<file path="src/rtl/l2_arbiter_if.sv">
// L1-to-L2 bus bundle: I-cache and D-cache request ports, L2 port, status.
// The arbiter takes the slave view; the caches/L2 side takes the master view.
interface l2_arbiter_if #(
  parameter int ADDR_W = 28,
  parameter int DATA_W = 128,
  parameter int CNT_W  = 16
);
  logic              ic_read;
  logic [ADDR_W-1:0] ic_addr;
  logic [DATA_W-1:0] ic_rdata;
  logic              ic_ready;
  logic              dc_read;
  logic              dc_write;
  logic [ADDR_W-1:0] dc_addr;
  logic [DATA_W-1:0] dc_wdata;
  logic [DATA_W-1:0] dc_rdata;
  logic              dc_ready;
  logic              l2_read;
  logic              l2_write;
  logic [ADDR_W-1:0] l2_addr;
  logic [DATA_W-1:0] l2_wdata;
  logic [DATA_W-1:0] l2_rdata;
  logic              l2_ready;
  logic              busy;
  logic [CNT_W-1:0]  ic_gnt_cnt;
  logic [CNT_W-1:0]  dc_gnt_cnt;

  modport slave (
    input  ic_read, ic_addr, dc_read, dc_write, dc_addr, dc_wdata, l2_rdata, l2_ready,
    output ic_rdata, ic_ready, dc_rdata, dc_ready, l2_read, l2_write, l2_addr, l2_wdata,
           busy, ic_gnt_cnt, dc_gnt_cnt
  );

  modport master (
    output ic_read, ic_addr, dc_read, dc_write, dc_addr, dc_wdata, l2_rdata, l2_ready,
    input  ic_rdata, ic_ready, dc_rdata, dc_ready, l2_read, l2_write, l2_addr, l2_wdata,
           busy, ic_gnt_cnt, dc_gnt_cnt
  );
endinterface

</file>
<file path="src/rtl/l2_arbiter.sv">
// Two-requester L2 arbiter: I-cache vs D-cache, alternating priority on contention,
// grant held until l2_ready, one DONE cycle between transactions.
module l2_arbiter #(
  parameter int ADDR_W = 28,
  parameter int DATA_W = 128,
  parameter int CNT_W  = 16
) (
  input logic         clk,
  input logic         rst,
  l2_arbiter_if.slave bus
);

  typedef enum logic [1:0] {IDLE, GNT_I, GNT_D, DONE} state_t;
  typedef enum logic {SIDE_I, SIDE_D} side_t;

  state_t            state_q, state_d;
  side_t             last_q, last_d;
  logic [CNT_W-1:0]  ic_cnt_q, ic_cnt_d;
  logic [CNT_W-1:0]  dc_cnt_q, dc_cnt_d;

  logic              ic_req, dc_req;
  logic              l2_read_c, l2_write_c, ic_ready_c, dc_ready_c;
  logic [ADDR_W-1:0] l2_addr_c;
  logic [DATA_W-1:0] l2_wdata_c;

  assign ic_req = bus.ic_read;
  assign dc_req = bus.dc_read | bus.dc_write;

  always_ff @(posedge clk or posedge rst) begin
    if (rst) begin
      state_q  <= IDLE;
      last_q   <= SIDE_I;
      ic_cnt_q <= '0;
      dc_cnt_q <= '0;
    end else begin
      state_q  <= state_d;
      last_q   <= last_d;
      ic_cnt_q <= ic_cnt_d;
      dc_cnt_q <= dc_cnt_d;
    end
  end

  always_comb begin
    state_d    = state_q;
    last_d     = last_q;
    ic_cnt_d   = ic_cnt_q;
    dc_cnt_d   = dc_cnt_q;
    l2_read_c  = 1'b0;
    l2_write_c = 1'b0;
    l2_addr_c  = '0;
    l2_wdata_c = '0;
    ic_ready_c = 1'b0;
    dc_ready_c = 1'b0;
    case (state_q)
      IDLE: begin
        // On contention the side not served last wins
        if (ic_req && dc_req)
          state_d = (last_q == SIDE_I) ? GNT_D : GNT_I;
        else if (ic_req)
          state_d = GNT_I;
        else if (dc_req)
          state_d = GNT_D;
      end
      GNT_I: begin
        l2_read_c  = bus.ic_read;
        l2_addr_c  = bus.ic_addr;
        ic_ready_c = bus.l2_ready;
        if (bus.l2_ready) begin
          state_d = DONE;
          last_d  = SIDE_I;
          if (ic_cnt_q != '1) ic_cnt_d = ic_cnt_q + CNT_W'(1);
        end else if (!ic_req) begin
          state_d = IDLE;
        end
      end
      GNT_D: begin
        l2_read_c  = bus.dc_read;
        l2_write_c = bus.dc_write;
        l2_addr_c  = bus.dc_addr;
        l2_wdata_c = bus.dc_wdata;
        dc_ready_c = bus.l2_ready;
        if (bus.l2_ready) begin
          state_d = DONE;
          last_d  = SIDE_D;
          if (dc_cnt_q != '1) dc_cnt_d = dc_cnt_q + CNT_W'(1);
        end else if (!dc_req) begin
          state_d = IDLE;
        end
      end
      DONE:    state_d = IDLE;
      default: state_d = IDLE;
    endcase
  end

  assign bus.l2_read    = l2_read_c;
  assign bus.l2_write   = l2_write_c;
  assign bus.l2_addr    = l2_addr_c;
  assign bus.l2_wdata   = l2_wdata_c;
  assign bus.ic_ready   = ic_ready_c;
  assign bus.dc_ready   = dc_ready_c;
  assign bus.ic_rdata   = bus.l2_rdata;
  assign bus.dc_rdata   = bus.l2_rdata;
  assign bus.busy       = (state_q == GNT_I) || (state_q == GNT_D);
  assign bus.ic_gnt_cnt = ic_cnt_q;
  assign bus.dc_gnt_cnt = dc_cnt_q;

endmodule
</file>
<file path="src/flat_wrapper.sv">
// flat-port wrapper written by rule: the top's interface ports become plain ports
module l2_arbiter_flat 
#(
  parameter int ADDR_W = 28,
  parameter int DATA_W = 128,
  parameter int CNT_W  = 16
)
  (clk, rst, bus_ic_read, bus_ic_addr, bus_dc_read, bus_dc_write, bus_dc_addr, bus_dc_wdata, bus_l2_rdata, bus_l2_ready, bus_ic_rdata, bus_ic_ready, bus_dc_rdata, bus_dc_ready, bus_l2_read, bus_l2_write, bus_l2_addr, bus_l2_wdata, bus_busy, bus_ic_gnt_cnt, bus_dc_gnt_cnt);
  l2_arbiter_if #(.ADDR_W(ADDR_W), .DATA_W(DATA_W), .CNT_W(CNT_W)) bus_i ();
  input logic clk;
  input logic rst;
  input wire logic [$bits(bus_i.ic_read)-1:0] bus_ic_read;
  input wire logic [$bits(bus_i.ic_addr)-1:0] bus_ic_addr;
  input wire logic [$bits(bus_i.dc_read)-1:0] bus_dc_read;
  input wire logic [$bits(bus_i.dc_write)-1:0] bus_dc_write;
  input wire logic [$bits(bus_i.dc_addr)-1:0] bus_dc_addr;
  input wire logic [$bits(bus_i.dc_wdata)-1:0] bus_dc_wdata;
  input wire logic [$bits(bus_i.l2_rdata)-1:0] bus_l2_rdata;
  input wire logic [$bits(bus_i.l2_ready)-1:0] bus_l2_ready;
  output wire logic [$bits(bus_i.ic_rdata)-1:0] bus_ic_rdata;
  output wire logic [$bits(bus_i.ic_ready)-1:0] bus_ic_ready;
  output wire logic [$bits(bus_i.dc_rdata)-1:0] bus_dc_rdata;
  output wire logic [$bits(bus_i.dc_ready)-1:0] bus_dc_ready;
  output wire logic [$bits(bus_i.l2_read)-1:0] bus_l2_read;
  output wire logic [$bits(bus_i.l2_write)-1:0] bus_l2_write;
  output wire logic [$bits(bus_i.l2_addr)-1:0] bus_l2_addr;
  output wire logic [$bits(bus_i.l2_wdata)-1:0] bus_l2_wdata;
  output wire logic [$bits(bus_i.busy)-1:0] bus_busy;
  output wire logic [$bits(bus_i.ic_gnt_cnt)-1:0] bus_ic_gnt_cnt;
  output wire logic [$bits(bus_i.dc_gnt_cnt)-1:0] bus_dc_gnt_cnt;
  assign bus_i.ic_read = bus_ic_read;
  assign bus_i.ic_addr = bus_ic_addr;
  assign bus_i.dc_read = bus_dc_read;
  assign bus_i.dc_write = bus_dc_write;
  assign bus_i.dc_addr = bus_dc_addr;
  assign bus_i.dc_wdata = bus_dc_wdata;
  assign bus_i.l2_rdata = bus_l2_rdata;
  assign bus_i.l2_ready = bus_l2_ready;
  assign bus_ic_rdata = bus_i.ic_rdata;
  assign bus_ic_ready = bus_i.ic_ready;
  assign bus_dc_rdata = bus_i.dc_rdata;
  assign bus_dc_ready = bus_i.dc_ready;
  assign bus_l2_read = bus_i.l2_read;
  assign bus_l2_write = bus_i.l2_write;
  assign bus_l2_addr = bus_i.l2_addr;
  assign bus_l2_wdata = bus_i.l2_wdata;
  assign bus_busy = bus_i.busy;
  assign bus_ic_gnt_cnt = bus_i.ic_gnt_cnt;
  assign bus_dc_gnt_cnt = bus_i.dc_gnt_cnt;
  l2_arbiter #(.ADDR_W(ADDR_W), .DATA_W(DATA_W), .CNT_W(CNT_W)) u_core (.clk(clk), .rst(rst), .bus(bus_i));
endmodule
</file>
<file path="config.mk">
export PLATFORM = sky130hd
export DESIGN_NAME = l2_arbiter_flat
export DESIGN_NICKNAME = d
export VERILOG_FILES = /design/src/rtl/l2_arbiter_if.sv /design/src/rtl/l2_arbiter.sv /design/src/flat_wrapper.sv
export SDC_FILE = /design/constraint.sdc
export NUM_CORES = 1
export LEC_CHECK = 0
export BUFFER_PORTS_ARGS = -buffer_cell sky130_fd_sc_hd__buf_2
export CELL_PAD_IN_SITES_DETAIL_PLACEMENT = 2
export CELL_PAD_IN_SITES_GLOBAL_PLACEMENT = 2
export CORE_AREA = 5 5 298 300
export DETAILED_ROUTE_END_ITERATION = 10
export DIE_AREA = 0 0 303 305
export PLACE_DENSITY_LB_ADDON = 0.05
export SLEW_MARGIN = 20
export SYNTH_ARGS = -nofsm -noshare
export SYNTH_HDL_FRONTEND = slang
export SYNTH_SLANG_ARGS = --single-unit
</file>
<file path="constraint.sdc">
create_clock -name clk -period 2.5 [get_ports clk]
set_input_delay 0.125 -clock clk [delete_from_list [all_inputs] [get_ports clk]]
set_output_delay 0.125 -clock clk [all_outputs]
set_load 0.03 [all_outputs]
</file>
==> results of run 1 <==
[layer usage]
layer | wire, um | GRT usage (%) | vias up | part of all wire, %
li1 | - | - | 2037 | -
met1 | 13000 | 7.33 | 2107 | 36
met2 | 17300 | 12.7 | 361 | 48
met3 | 5110 | 4.35 | 91 | 14
met4 | 680 | 1.58 | 32 | 1.9
met5 | 211 | 0 | - | 0.58
[worst paths after layout]
| check | from | to | slack (ns) | cells past startpoint |
|---|---|---|---|---|
| max | u_core.state_q[0]$_DFFE_PP0P_ | bus_l2_addr[17] | 0.30 | 6 |
| min | bus_ic_read | u_core.state_q[1]$_DFFE_PP0P_ | 0.25 | 4 |
| max reg2reg | u_core.bus.ic_gnt_cnt[0]$_DFFE_PP0P_ | u_core.bus.ic_gnt_cnt[1]$_DFFE_PP0P_ | 0.39 | 5 |
| min reg2reg | u_core.last_q$_DFFE_PP0P_ | u_core.last_q$_DFFE_PP0P_ | 0.51 | 2 |
| max in group asynchronous | rst | u_core.bus.ic_gnt_cnt[12]$_DFFE_PP0P_ | 1.69 | 4 |
| min in group asynchronous | rst | u_core.bus.dc_gnt_cnt[12]$_DFFE_PP0P_ | 0.28 | 3 |
[power by group]
group / internal [mW] / total [mW] / switching, mW
Sequential: 0.658 / 0.780 / 0.122
Combinational: 1.60 / 5.42 / 3.82
Clock: 0.427 / 0.723 / 0.297
Total: 2.68 / 6.92 / 4.23
[state kept, by name (all words and copies together), names as in the netlist]
name                   count
u_core.bus.ic_gnt_cnt     16
u_core.last_q              1
u_core.bus.dc_gnt_cnt     16
u_core.state_q             2
[cells in the final DEF, fill, tap and decap left out, types with 6 or more instances in the layout]
cell,n
buf_4,16
and2_1,129
buf_2,382
dfrtp_1,35
nor4_1,8
nor3_1,11
nor2_1,8
nor2b_1,28
nand2_1,17
nand4_1,7
diode_2,11
xnor2_1,6
nand3_1,10
xor2_1,23
inv_1,8
a22oi_1,28
[layout make-up]
| class | count | area, sq um |
|---|---|---|
| Tap cell | 1155 | 1450 |
| Clock buffer | 8 | 156 |
| Timing Repair Buffer | 401 | 2080 |
| Sequential cell | 35 | 876 |
| Fill cell | 10300 | 79200 |
| Multi-Input combinational cell | 307 | 2080 |
| Inverter | 9 | 33.8 |
| Antenna cell | 11 | 27.5 |
[kinds of logic (layout without fill, tap and decap cells)]
family / after synthesis / after routing / share of synthesized area [%]
compound gates: 35 / 35 / 5.46
xor+xnor: 29 / 29 / 5.06
fa+ha+maj: 5 / 5 / 1.25
buf+inv: 291 / 418 / 41.3
flops: 35 / 35 / 17.5
mux: 5 / 5 / 1.10
other cells: 0 / 11 / 0
simple gates: 233 / 233 / 28.4
[worst reg2reg max path: cells and delay by family, from the launching register on]
family	cells	cell delay, ns
compound gates	1	0.51
flops	1	0.44
mux	1	0.33
buf+inv	1	0.27
simple gates	1	0.23
fa+ha+maj	1	0.21
==> flow_metrics.env, run 1 <==
export IMPL_synth_area_sq_mm=0.00502
export IMPL_hold_viol=0
export IMPL_cp_required_ns=2.38
export IMPL_path_cells="inv_1, ha_4, buf_4, a22oi_1, nor2b_1, buf_2"
export IMPL_fin_util_pct=7.80
export IMPL_worst_pin_slew_ns=0.624
export IMPL_holdWs_ns=0.249
export IMPL_synth_main_ff_cell="dfrtp_1"
export IMPL_synth_most_common_cell="buf_4"
export IMPL_root_buffer="clkbuf_16"
export IMPL_viasPerCell=2.40
export IMPL_dpl_cell_area_sq_mm=0.00651
export IMPL_wl_per_cell_um=18.9
export IMPL_maxCapViolations=0
export IMPL_syn_inst=633
export IMPL_clock_latency_ns=0.29
export IMPL_critical_path_buf_inv_count=3
export IMPL_ys_warn_count=0
export IMPL_ys_top_cells_by_area="buf_4 38%, dfrtp_1 17%, and2_1 16%, a22oi_1 4.2%, xor2_1 4.0%"
export IMPL_period_minus_slack_ns=2.20
export IMPL_worst_slack_ns=0.300
export IMPL_overflow=0
export IMPL_startpoint_type="flop"
export IMPL_slowest_stage="dfrtp_1"
export IMPL_power_mw=6.92
export IMPL_path_delay_family="buffers and inverters"
export IMPL_layout_nets=1082
export IMPL_critical_path_class="reg -> out"
export IMPL_grt_max_degree=68
export IMPL_syn_num_nets=956
export IMPL_dieArea_sq_mm=0.0924
export IMPL_max_slew_margin_pct=58.1
export IMPL_cts_tree="yes"
export IMPL_syn_mean_instance_area_sq_um=7.93
export IMPL_finClkSkew_ns=0.00739
export IMPL_path_max_fanout=34
export IMPL_period_share_pct=88.0
export IMPL_grt_pass1_vias=5040
export IMPL_fmax_mhz=455
export IMPL_final_layout_size_suffix_gt1_share_pct=55.1
export IMPL_die_w_um=303
export IMPL_die_y_um=305
export IMPL_synth_area_leader_cell="buf_4"
export IMPL_min_path_type="in -> reg"
export IMPL_dp_final_hpwl_um=32300
export IMPL_grt_pass1_wl_um=46600
export IMPL_numCtsBuffers=5
export IMPL_fin_tns_setup_ns=0
export IMPL_io_pins=767
export IMPL_cts_sinks=35
export IMPL_rsz0062_at_grt="false"
export IMPL_placedCellCount=1906
export IMPL_cts_resized=0
export IMPL_fin_area_sq_mm=0.00671
export IMPL_port_buffers=382
export IMPL_ant_nets=0
export IMPL_area_delta_synth_final_pct=33.6
export IMPL_setup_viol=0
export IMPL_pre_cts_slack_ns=0.360
export IMPL_remaining_drc_errors=0
export IMPL_initial_core_util_pct=5.84
export IMPL_core_area_sq_mm=0.0859
export IMPL_antenna_found_initial=26
export IMPL_ctsHoldBuffers=1
export IMPL_leakagePower_nw=3.26
export IMPL_vias=4628
export IMPL_cts_setup_buffers=0
export IMPL_slowest_delay_ns=0.40
export IMPL_finalMaxSlewViolations=0
export IMPL_ys_seq_area_share_pct=17.5
export IMPL_grt_total_usage_pct=7.23
export IMPL_critPathCaptureType="output port"
export IMPL_wl_um=36400
export IMPL_clkTransAtPathRegs_ns=0.07
export IMPL_rows=108
export IMPL_status="finished, final reports clean"
export IMPL_drt_first_pass_iters=4
export IMPL_ctsHtreeMaxLevel=2
export IMPL_peakVddDrop_v=0.000275
export IMPL_yosys_top_cells_count="256 x buf_4, 129 x and2_1, 35 x dfrtp_1, 28 x a22oi_1, 28 x nor2b_1"
export IMPL_synth_edff_count=0
export IMPL_powerDensity_mw_per_mm2=1030
export IMPL_cts_buffer_depth=2
export IMPL_critPathArrivalTime_ns=2.07
export IMPL_synthArstFlopShare_pct=100
export IMPL_ys_ff_latch=35
export IMPL_gp_congestion=0.654
export IMPL_layout_cells_non_filler=1926
export IMPL_synth_top_cell_area_share_pct=38.3
export IMPL_synth_distinct_cells=41
export IMPL_drt_iter0_drc=120
Power figures use the tool's default switching activity.
==> run 2: changes to the inputs <==
--- a/config.mk
+++ b/config.mk
@@ -8,9 +8,9 @@
 export BUFFER_PORTS_ARGS = -buffer_cell sky130_fd_sc_hd__buf_2
 export CELL_PAD_IN_SITES_DETAIL_PLACEMENT = 2
 export CELL_PAD_IN_SITES_GLOBAL_PLACEMENT = 2
-export CORE_AREA = 5 5 298 300
+export CORE_AREA = 5 5 295 297
 export DETAILED_ROUTE_END_ITERATION = 10
-export DIE_AREA = 0 0 303 305
+export DIE_AREA = 0 0 300 302
 export PLACE_DENSITY_LB_ADDON = 0.05
 export SLEW_MARGIN = 20
 export SYNTH_ARGS = -nofsm -noshare
==> constraint.sdc (replaced) <==
create_clock -name clk -period 2.8 [get_ports clk]
set_input_delay 0.14 -clock clk [delete_from_list [all_inputs] [get_ports clk]]
set_output_delay 0.14 -clock clk [all_outputs]
set_load 0.03 [all_outputs]
==> run 2 against run 1 <==
Against the previous run:
- cell area decreased by 3.1%
- combinational power decreased by 14%
- global-route usage shrank 0.48 points
- largest power group unchanged
- register-to-register slack better by 0.32 ns
- sequential share of layout area is 0.42 points higher
- worst hold slack improved by 0.017 ns
- critical path type unchanged
- power shrank 14%
- core utilization decreased by 0.10 points
- clock skew grew 0.0013 ns
- clock power decreased by 15%
- wire length is 9.5% lower
- worst setup slack better by 0.22 ns
==> flow_metrics.env, run 2 (synthesis results as in run 1) <==
export IMPL_p_sw_mw=3.72
export IMPL_min_path_type="in -> reg"
export IMPL_final_common_cell="buf_2"
export IMPL_critical_path_class="reg -> out"
export IMPL_finClkSkew_ns=0.00873
export IMPL_layout_cells_non_filler=1842
export IMPL_startpoint_type="flop"
export IMPL_final_cell_mix="382 x buf_2, 129 x and2_1, 35 x dfrtp_1, 28 x a22oi_1, 28 x nor2b_1"
export IMPL_remaining_drc_errors=0
export IMPL_port_buffers=382
export IMPL_grt_max_degree=104
export IMPL_hold_viol=0
export IMPL_clkTransAtPathRegs_ns=0.07
export IMPL_fin_tns_setup_ns=0
export IMPL_gp_congestion=0.659
export IMPL_fill_cells=10100
export IMPL_layout_nets=1072
export IMPL_setup_viol=0
export IMPL_fin_util_pct=7.70
export IMPL_final_layout_size_suffix_gt1_share_pct=54.4
export IMPL_fmax_mhz=438
export IMPL_path_max_fanout=55
export IMPL_wl_um=32900
export IMPL_power_mw=5.97
export IMPL_worst_pin_slew_ns=0.645
export IMPL_rows=107
export IMPL_drt_iter0_drc=118
export IMPL_dp_final_hpwl_um=28300
export IMPL_combPwrFrac_pct=77.7
export IMPL_max_slew_margin_pct=56.7
export IMPL_ant_nets=0
export IMPL_core_area_sq_mm=0.0843
export IMPL_rsz0062_at_grt="false"
export IMPL_grt_total_usage_pct=6.76
export IMPL_vias=4466
export IMPL_internal_power_mw=2.25
export IMPL_numCtsBuffers=5
export IMPL_overflow=0
export IMPL_die_w_um=300
export IMPL_cts_buffer_depth=2
export IMPL_grt_pass1_wl_um=43300
export IMPL_status="finished, final reports clean"
export IMPL_io_pins=767
export IMPL_area_delta_synth_final_pct=29.4
export IMPL_initial_core_util_pct=5.95
export IMPL_dieArea_sq_mm=0.0906
export IMPL_peakVddDrop_v=0.000263
export IMPL_antenna_found_initial=6
export IMPL_powerDensity_mw_per_mm2=919
export IMPL_ctsHtreeMaxLevel=2
export IMPL_maxCapViolations=0
export IMPL_placedCellCount=1831
export IMPL_leakagePower_nw=3.20
export IMPL_cp_required_ns=2.66
export IMPL_finalMaxSlewViolations=0
export IMPL_viasPerCell=2.42
export IMPL_drt_first_pass_iters=4
export IMPL_die_y_um=302
export IMPL_netSwitchingFraction_pct=62.3
export IMPL_clkPwrFrac_pct=10.3
export IMPL_critPathArrivalTime_ns=2.14
export IMPL_critPathCaptureType="output port"
export IMPL_p_seq_share_pct=12.0
export IMPL_cts_sinks=35
export IMPL_root_buffer="clkbuf_16"
export IMPL_wl_per_cell_um=17.9
export IMPL_grt_pass1_vias=4980
export IMPL_clock_latency_ns=0.32
export IMPL_period_minus_slack_ns=2.28
export IMPL_period_share_pct=81.5
export IMPL_cts_tree="yes"
## run 2: cell types whose count changed in the layout (fill, tap and decap cells not counted)
cell / previous run / this run
clkinv_2: 0 / 1
clkbuf_1: 1 / 2
diode_2: 11 / 2
buf_12: 2 / 1
buf_4: 16 / 7
clkbuf_8: 2 / 0
## run 2: area by class of cell
cell class / count / area (sq um) / area share, %
Multi-Input combinational cell: 307 / 2080 / 32.1
Timing Repair Buffer: 391 / 1990 / 30.7
Tap cell: 1090 / 1360 / 21.0
Sequential cell: 35 / 876 / 13.5
Clock buffer: 7 / 133 / 2.04
Inverter: 9 / 33.8 / 0.520
Clock inverter: 1 / 5.00 / 0.0771
Antenna cell: 2 / 5.00 / 0.0771
## run 2: per-stage QoR
stage	hold WS (ns)	instance area, sq um	worst slack, ns
after CTS	0.250	6490	0.399
after global routing	0.280	6490	0.232
final	0.267	6490	0.518
after floorplan	0.294	5020	0.793
after detailed placement	0.213	6340	0.685
after global placement	0.217	6340	0.684
## run 2: routing by layer
metal / vias up / GRT usage, % / share of wire, %
met2: 333 / 10.8 / 46
met1: 2064 / 7.23 / 37
met5: - / 0 / 0.082
met3: 66 / 4.47 / 14
li1: 1999 / - / -
met4: 4 / 2.29 / 2.9
## run 2: power groups by stage
stage | sequential [mW] | combinational (mW) | clock (mW)
2_1_floorplan | 0.805 | 3.58 | 0
3_3_place_gp | 0.730 | 4.95 | 0
3_5_place_dp | 0.736 | 4.88 | 0
4_1_cts | 0.725 | 4.89 | 0.660
5_1_grt | 0.737 | 5.08 | 0.674
6_report | 0.716 | 4.64 | 0.613
## run 2: worst max-delay path, stage by stage (launching register included)
cell and delay [ns]:
dfrtp_1 0.40, inv_1 0.14, ha_4 0.19, buf_4 0.50, a22oi_1 0.21, nor2b_1 0.14
buf_2 0.21
## run 2: path summary, 6_finish.rpt
check	cells past startpoint	from	slack [ns]	endpoint
min in group asynchronous	3	rst	0.38	u_core.bus.dc_gnt_cnt[12]$_DFFE_PP0P_
setup / recovery	6	u_core.state_q[0]$_DFFE_PP0P_	0.52	bus_l2_addr[16]
setup reg to reg	5	u_core.bus.ic_gnt_cnt[0]$_DFFE_PP0P_	0.71	u_core.bus.ic_gnt_cnt[1]$_DFFE_PP0P_
hold / removal	4	bus_ic_read	0.27	u_core.state_q[1]$_DFFE_PP0P_
hold reg to reg	2	u_core.last_q$_DFFE_PP0P_	0.51	u_core.last_q$_DFFE_PP0P_
max in group asynchronous	4	rst	1.72	u_core.bus.ic_gnt_cnt[11]$_DFFE_PP0P_
## run 2: timing repair
action	in CTS	in global routing
hold buffers	1	0
buffers inserted	0	0
resized for setup	0	0
hold endpoints to repair	16	0
